--- config.mk ---
export PLATFORM = sky130hd
export DESIGN_NAME = memtest_led_coder
export DESIGN_NICKNAME = d
export VERILOG_FILES = /design/src/rtl/memtest_led_coder_pkg.sv /design/src/rtl/memtest_led_coder_tick_gen.sv /design/src/rtl/memtest_led_coder.sv
export SDC_FILE = /design/constraint.sdc
export NUM_CORES = 1
export LEC_CHECK = 0
export ABC_AREA = 1
export CAP_MARGIN = 20
export CORE_AREA = 4 4 83 85
export CTS_BUF_LIST = sky130_fd_sc_hd__clkbuf_16
export CTS_CLUSTER_SIZE = 40
export DETAILED_ROUTE_END_ITERATION = 16
export DIE_AREA = 0 0 87 89
export HOLD_SLACK_MARGIN = 0.03
export PLACE_DENSITY = 0.89
export SLEW_MARGIN = 20
export SYNTH_ARGS = -nofsm -noshare
export SYNTH_HDL_FRONTEND = slang
export SYNTH_HIERARCHICAL = 1
export SYNTH_SLANG_ARGS = --single-unit
--- constraint.sdc ---
create_clock -name clk_i -period 2.3 [get_ports clk_i]
set_input_delay 0.69 -clock clk_i [delete_from_list [all_inputs] [get_ports clk_i]]
set_output_delay 0.69 -clock clk_i [all_outputs]
set_load 0.05 [all_outputs]
--- src/rtl/memtest_led_coder_pkg.sv ---
// Shared state encoding, default timing constants and width helpers for the RAM-test LED coder.
// Constants are used as parameter defaults by the coder and by anything else that shares its timing.
package memtest_led_coder_pkg;

    typedef enum logic [1:0] {
        ST_NORMAL = 2'd0,
        ST_GAP    = 2'd1,
        ST_ON     = 2'd2,
        ST_OFF    = 2'd3
    } state_e;

    localparam int DEF_TICK_DIV  = 240000;
    localparam int DEF_ON_TICKS  = 20;
    localparam int DEF_OFF_TICKS = 30;
    localparam int DEF_GAP_TICKS = 150;
    localparam int DEF_PCW       = 16;
    localparam int ERR_CNT_W     = 8;

    function automatic int max3(input int a, input int b, input int c);
        int m;
        m = (a > b) ? a : b;
        return (m > c) ? m : c;
    endfunction

    // A phase timer only needs to reach (ticks-1), so clog2 of the longest phase suffices.
    function automatic int timer_w(input int on_t, input int off_t, input int gap_t);
        int w;
        w = $clog2(max3(on_t, off_t, gap_t));
        return (w < 1) ? 1 : w;
    endfunction

endpackage

--- src/rtl/memtest_led_coder_tick_gen.sv ---
// Free-running prescaler: tick_o is high for one clk every DIV clks, first at count DIV-1 after reset.
// Combinational tick from the count register; never restarted except by rst_ni.
module memtest_led_coder_tick_gen #(
    parameter int DIV = 240000
) (
    input  logic clk_i,
    input  logic rst_ni,
    output logic tick_o
);

    localparam int CW = (DIV > 1) ? $clog2(DIV) : 1;
    localparam logic [CW-1:0] LAST = CW'(DIV - 1);

    logic [CW-1:0] cnt_q;
    logic [CW-1:0] cnt_d;

    always_comb begin
        tick_o = (cnt_q == LAST);
        cnt_d  = tick_o ? '0 : cnt_q + CW'(1);
    end

    always_ff @(posedge clk_i or negedge rst_ni) begin
        if (!rst_ni) begin
            cnt_q <= '0;
        end else begin
            cnt_q <= cnt_d;
        end
    end

endmodule

--- src/rtl/memtest_led_coder.sv ---
// Drives the diagnostic LED: pass heartbeat until the first error, then a (bank+1)-flash blink code forever.
// Counters, error latch and LED state all update one clk after the strobe; inputs are never stalled.
module memtest_led_coder
    import memtest_led_coder_pkg::*;
#(
    parameter int TICK_DIV  = DEF_TICK_DIV,
    parameter int ON_TICKS  = DEF_ON_TICKS,
    parameter int OFF_TICKS = DEF_OFF_TICKS,
    parameter int GAP_TICKS = DEF_GAP_TICKS,
    parameter int PCW       = DEF_PCW
) (
    input  logic                 clk_i,
    input  logic                 rst_ni,
    input  logic                 pass_stb_i,
    input  logic                 err_stb_i,
    input  logic [1:0]           err_bank_i,
    output logic                 led_o,
    output logic                 err_flag_o,
    output logic [1:0]           err_bank_q_o,
    output logic [ERR_CNT_W-1:0] err_cnt_o,
    output logic [PCW-1:0]       pass_cnt_o
);

    localparam int TW = timer_w(ON_TICKS, OFF_TICKS, GAP_TICKS);
    localparam logic [TW-1:0] ON_LAST  = TW'(ON_TICKS - 1);
    localparam logic [TW-1:0] OFF_LAST = TW'(OFF_TICKS - 1);
    localparam logic [TW-1:0] GAP_LAST = TW'(GAP_TICKS - 1);

    logic                 tick;
    state_e               state_q,    state_d;
    logic [TW-1:0]        timer_q,    timer_d;
    logic [1:0]           flash_q,    flash_d;
    logic                 hb_q,       hb_d;
    logic                 err_flag_q, err_flag_d;
    logic [1:0]           err_bank_q, err_bank_d;
    logic [ERR_CNT_W-1:0] err_cnt_q,  err_cnt_d;
    logic [PCW-1:0]       pass_cnt_q, pass_cnt_d;
    logic                 pass_ok;

    memtest_led_coder_tick_gen #(
        .DIV (TICK_DIV)
    ) u_tick_gen (
        .clk_i  (clk_i),
        .rst_ni (rst_ni),
        .tick_o (tick)
    );

    // A pass only counts while the RAM is still clean; a coincident error takes precedence.
    assign pass_ok = pass_stb_i & ~err_stb_i & ~err_flag_q;

    always_comb begin
        err_cnt_d  = err_cnt_q;
        pass_cnt_d = pass_cnt_q;
        hb_d       = hb_q;
        err_flag_d = err_flag_q;
        err_bank_d = err_bank_q;
        if (err_stb_i) begin
            if (err_cnt_q != '1) begin
                err_cnt_d = err_cnt_q + ERR_CNT_W'(1);
            end
            if (!err_flag_q) begin
                err_flag_d = 1'b1;
                err_bank_d = err_bank_i;
            end
        end else if (pass_ok) begin
            hb_d = ~hb_q;
            if (pass_cnt_q != '1) begin
                pass_cnt_d = pass_cnt_q + PCW'(1);
            end
        end
    end

    always_comb begin
        state_d = state_q;
        timer_d = timer_q;
        flash_d = flash_q;
        led_o   = 1'b0;
        case (state_q)
            ST_NORMAL: begin
                led_o = hb_q;
                if (err_stb_i) begin
                    state_d = ST_GAP;
                    timer_d = '0;
                    flash_d = '0;
                end
            end
            ST_GAP: begin
                if (tick) begin
                    if (timer_q == GAP_LAST) begin
                        state_d = ST_ON;
                        timer_d = '0;
                    end else begin
                        timer_d = timer_q + TW'(1);
                    end
                end
            end
            ST_ON: begin
                led_o = 1'b1;
                if (tick) begin
                    if (timer_q == ON_LAST) begin
                        state_d = ST_OFF;
                        timer_d = '0;
                    end else begin
                        timer_d = timer_q + TW'(1);
                    end
                end
            end
            ST_OFF: begin
                if (tick) begin
                    if (timer_q == OFF_LAST) begin
                        timer_d = '0;
                        // flash_q counts flashes already shown minus one; bank n needs n+1 flashes.
                        if (flash_q == err_bank_q) begin
                            state_d = ST_GAP;
                            flash_d = '0;
                        end else begin
                            state_d = ST_ON;
                            flash_d = flash_q + 2'd1;
                        end
                    end else begin
                        timer_d = timer_q + TW'(1);
                    end
                end
            end
            default: begin
                state_d = ST_NORMAL;
            end
        endcase
    end

    always_ff @(posedge clk_i or negedge rst_ni) begin
        if (!rst_ni) begin
            state_q    <= ST_NORMAL;
            timer_q    <= '0;
            flash_q    <= '0;
            hb_q       <= 1'b0;
            err_flag_q <= 1'b0;
            err_bank_q <= '0;
            err_cnt_q  <= '0;
            pass_cnt_q <= '0;
        end else begin
            state_q    <= state_d;
            timer_q    <= timer_d;
            flash_q    <= flash_d;
            hb_q       <= hb_d;
            err_flag_q <= err_flag_d;
            err_bank_q <= err_bank_d;
            err_cnt_q  <= err_cnt_d;
            pass_cnt_q <= pass_cnt_d;
        end
    end

    assign err_flag_o   = err_flag_q;
    assign err_bank_q_o = err_bank_q;
    assign err_cnt_o    = err_cnt_q;
    assign pass_cnt_o   = pass_cnt_q;

endmodule

==> impl_metrics.csv <==
group,metric,value,unit
sta,fin_setup_tns,0,ns
yosys,netlist_area,3400,um^2
sta,timing.hold.ws,0.361,ns
floorplanning,core,6200,um^2
yosys,ys_warn_count,6,
cells_and_area,final_core_util,0.659,
floorplanning,die_area,7740,um^2
setup_path,cp_cell_sequence,"clkdlybuf4s50_1",
clock_tree,clk_pin_slew,0.05,ns
pwr,leakage,2.15,nW
sta,worstMarginPinSlew,0.508,ns
pwr,ir_drop,0.861,mV
sta,setup_ws,0.0327,ns
clock_tree,cts_htree_levels,3,
routing,drt_wl_total,7670,um
cells_and_area,drive_above_1_share,0.0898,
cells_and_area,n_fill_cell,474,
clock_tree,clk_latency,0.33,ns
setup_path,crit_path_max_fanout,4,
global_route,grt_max_degree,59,
placed_design,dpl_worst_slack,0.151,ns
floorplanning,die_w,87,um
outcome,status,"finished, final reports clean",
cells_and_area,nets,507,
floorplanning,rows,29,
cells_and_area,layout_common_cells,"152 x nand2_1, 60 x inv_1, 59 x nor2_1",
sta,setup_viol,0,
routing,vias,3007,
floorplanning,start_util,0.548,
sta,slew_headroom,0.661,
clock_tree,cts-root-buf,"clkbuf_16",
setup_path,path_class,"reg2out",
routing,viasPerCell,5.20,
floorplanning,die_h,89,um
yosys,syn_avg_cell_area,7.50,um^2
sta,fin_crit_sh,0.986,
yosys,synth.distinct_cells,29,
yosys,syn-num-nets,464,
setup_path,worst-path-buf-inv,1,
min_path,hp-class,"in2async",
sta,rsz0062_at_grt,"false",
setup_path,cp.required,1.61,ns
job,cap_viol_max_count,0,
placed_design,hpwl,5350,um
setup_path,crit_path_max_incr_delay,0.83,ns
clock_tree,cts_tree,"built",
setup_path,start_kind,"flip-flop",
routing,ant_nets,0,
sta,hold_violations,0,
routing,drc_errors,0,
sta,max_freq,0.441,GHz
sta,skew,0.00736,ns
cells_and_area,syn_to_final_growth,20.4,%
yosys,ys_seq_area_frac,0.427,
placed_design,portBuffers,33,
clock_tree,clkSinkCount,58,
setup_path,endpoint_kind,"output port",
yosys,syn_inst,453,
global_route,antenna_found_initial,0,
setup_path,critical-path-top-delay-family,"buffers and inverters",
routing,drt_iter0_drc,160,
clock_tree,post-cts-setup-buffers,0,
clock_tree,numCtsBuffers,9,
global_route,grt_overflow_total,0,
pwr,power,0.00298,W
yosys,ys_seq_elements,58,
sta,min_period,2.27,ns
routing,drt-wirelength-per-cell,13.3,um
setup_path,crit_arrival,1.58,ns
global_route,grt_pass1_vias,3092,
cells_and_area,layout_commonest_cell,"nand2_1",
setup_path,critPathSlowestCell,"clkdlybuf4s50_1",
cells_and_area,n_antenna_cell,0,
placed_design,place.gp.congestion,0.889,
global_route,grtUsageTotal,0.223,
global_route,grt_pass1_wl,13500,um
sta,drv_slew,0,
clock_tree,cts.path.max_buffers,2,
routing,dr.pass1.iters,4,
pwr,power.density,729,nW/um^2
floorplanning,ios,34,
## cell usage after synthesis
| cell | n | area, um^2 |
|---|---|---|
| nand2_1 | 152 | 571 |
| inv_1 | 59 | 221 |
| nor2_1 | 59 | 221 |
| dfrtp_1 | 58 | 1450 |
| nand3_1 | 27 | 135 |
| xor2_1 | 22 | 193 |
| xnor2_1 | 14 | 123 |
| o21ai_0 | 11 | 55.1 |
| nand4_1 | 9 | 56.3 |
| ha_1 | 5 | 62.6 |
| nor3_1 | 5 | 25.0 |
| a21oi_1 | 4 | 20.0 |
| nor2_4 | 4 | 45.0 |
| nand2_2 | 3 | 18.8 |
| buf_4 | 2 | 15.0 |
| mux2_2 | 2 | 22.5 |
| nand2_4 | 2 | 22.5 |
| nand3_2 | 2 | 20.0 |
| nand3b_1 | 2 | 15.0 |
| nor2_2 | 2 | 12.5 |
| buf_6 | 1 | 11.3 |
| clkinv_4 | 1 | 8.76 |
| inv_2 | 1 | 3.75 |
| nand3b_4 | 1 | 20.0 |
| nor3_2 | 1 | 10.0 |
| nor3_4 | 1 | 16.3 |
| o2111ai_1 | 1 | 8.76 |
| o21bai_1 | 1 | 7.51 |
| or2_2 | 1 | 6.26 |
## state kept, by name (all words and copies together), names as in the netlist
name and flops:
flash_q 2, u_tick_gen/cnt_q 18, hb_q 1, err_cnt_o 8
state_q 2, timer_q 8, err_flag_o 1, err_bank_q_o 2
pass_cnt_o 16
## stage by stage
step | instance area [um^2] | instances
3_5_place_dp | 3820 | 562
5_1_grt | 4090 | 578
3_3_place_gp | 3820 | 562
2_1_floorplan | 3400 | 453
6_report | 4090 | 578
4_1_cts | 4080 | 578
## kinds of logic after synthesis
family / share of synthesized area
flops: 0.427
fa+ha+maj: 0.0184
simple gates: 0.352
compound gates: 0.0269
buf+inv: 0.0766
xor+xnor: 0.0928
mux: 0.00663
## repair_timing
action / 4_1_cts / 5_1_grt
hold buffers: 0 / 0
setup endpoints to repair: 2 / 6
gates cloned: 0 / 0
endpoints found under the hold margin: 0 / 0
gates resized for setup: 2 / 6
## area by class of cell
class,count,area [um^2],area share
Timing Repair Buffer,35,360,0.0881
Clock inverter,7,37.5,0.00917
Inverter,61,234,0.0572
Multi-Input combinational cell,331,1690,0.412
Tap cell,77,96.3,0.0235
Clock buffer,9,225,0.0550
Sequential cell,58,1450,0.355
## per-layer routing
metal,share of wire,vias to the layer above,global-route usage
met1,0.43,1439,0.256
met2,0.51,75,0.387
li1,-,1477,-
met5,0,-,0
met4,0.022,0,0.120
met3,0.039,16,0.0507
## final timing paths
kind | startpoint | to | slack [ns] | cells past startpoint
max | err_cnt_o[7] | err_cnt_o[7] | 0.03 | 1
min | rst_ni | u_tick_gen/cnt_q[0] | 0.36 | 2
max reg2reg | u_tick_gen/cnt_q[0] | timer_q[5] | 0.18 | 11
min reg2reg | hb_q | hb_q | 0.49 | 1
max in group asynchronous | rst_ni | flash_q[0] | 1.69 | 2
min in group clk_i | hb_q | hb_q | 0.49 | 1
## power breakdown
group          leakage, nW  total [W]  switching (W)  internal [W]
Combinational         1.24   0.000642       0.000426      0.000216
Clock                0.130    0.00118       0.000465      0.000713
Sequential           0.775    0.00116      0.0000796       0.00108
Total                 2.15    0.00298       0.000971       0.00201
No activity file was read; power rests on OpenSTA's default activity.
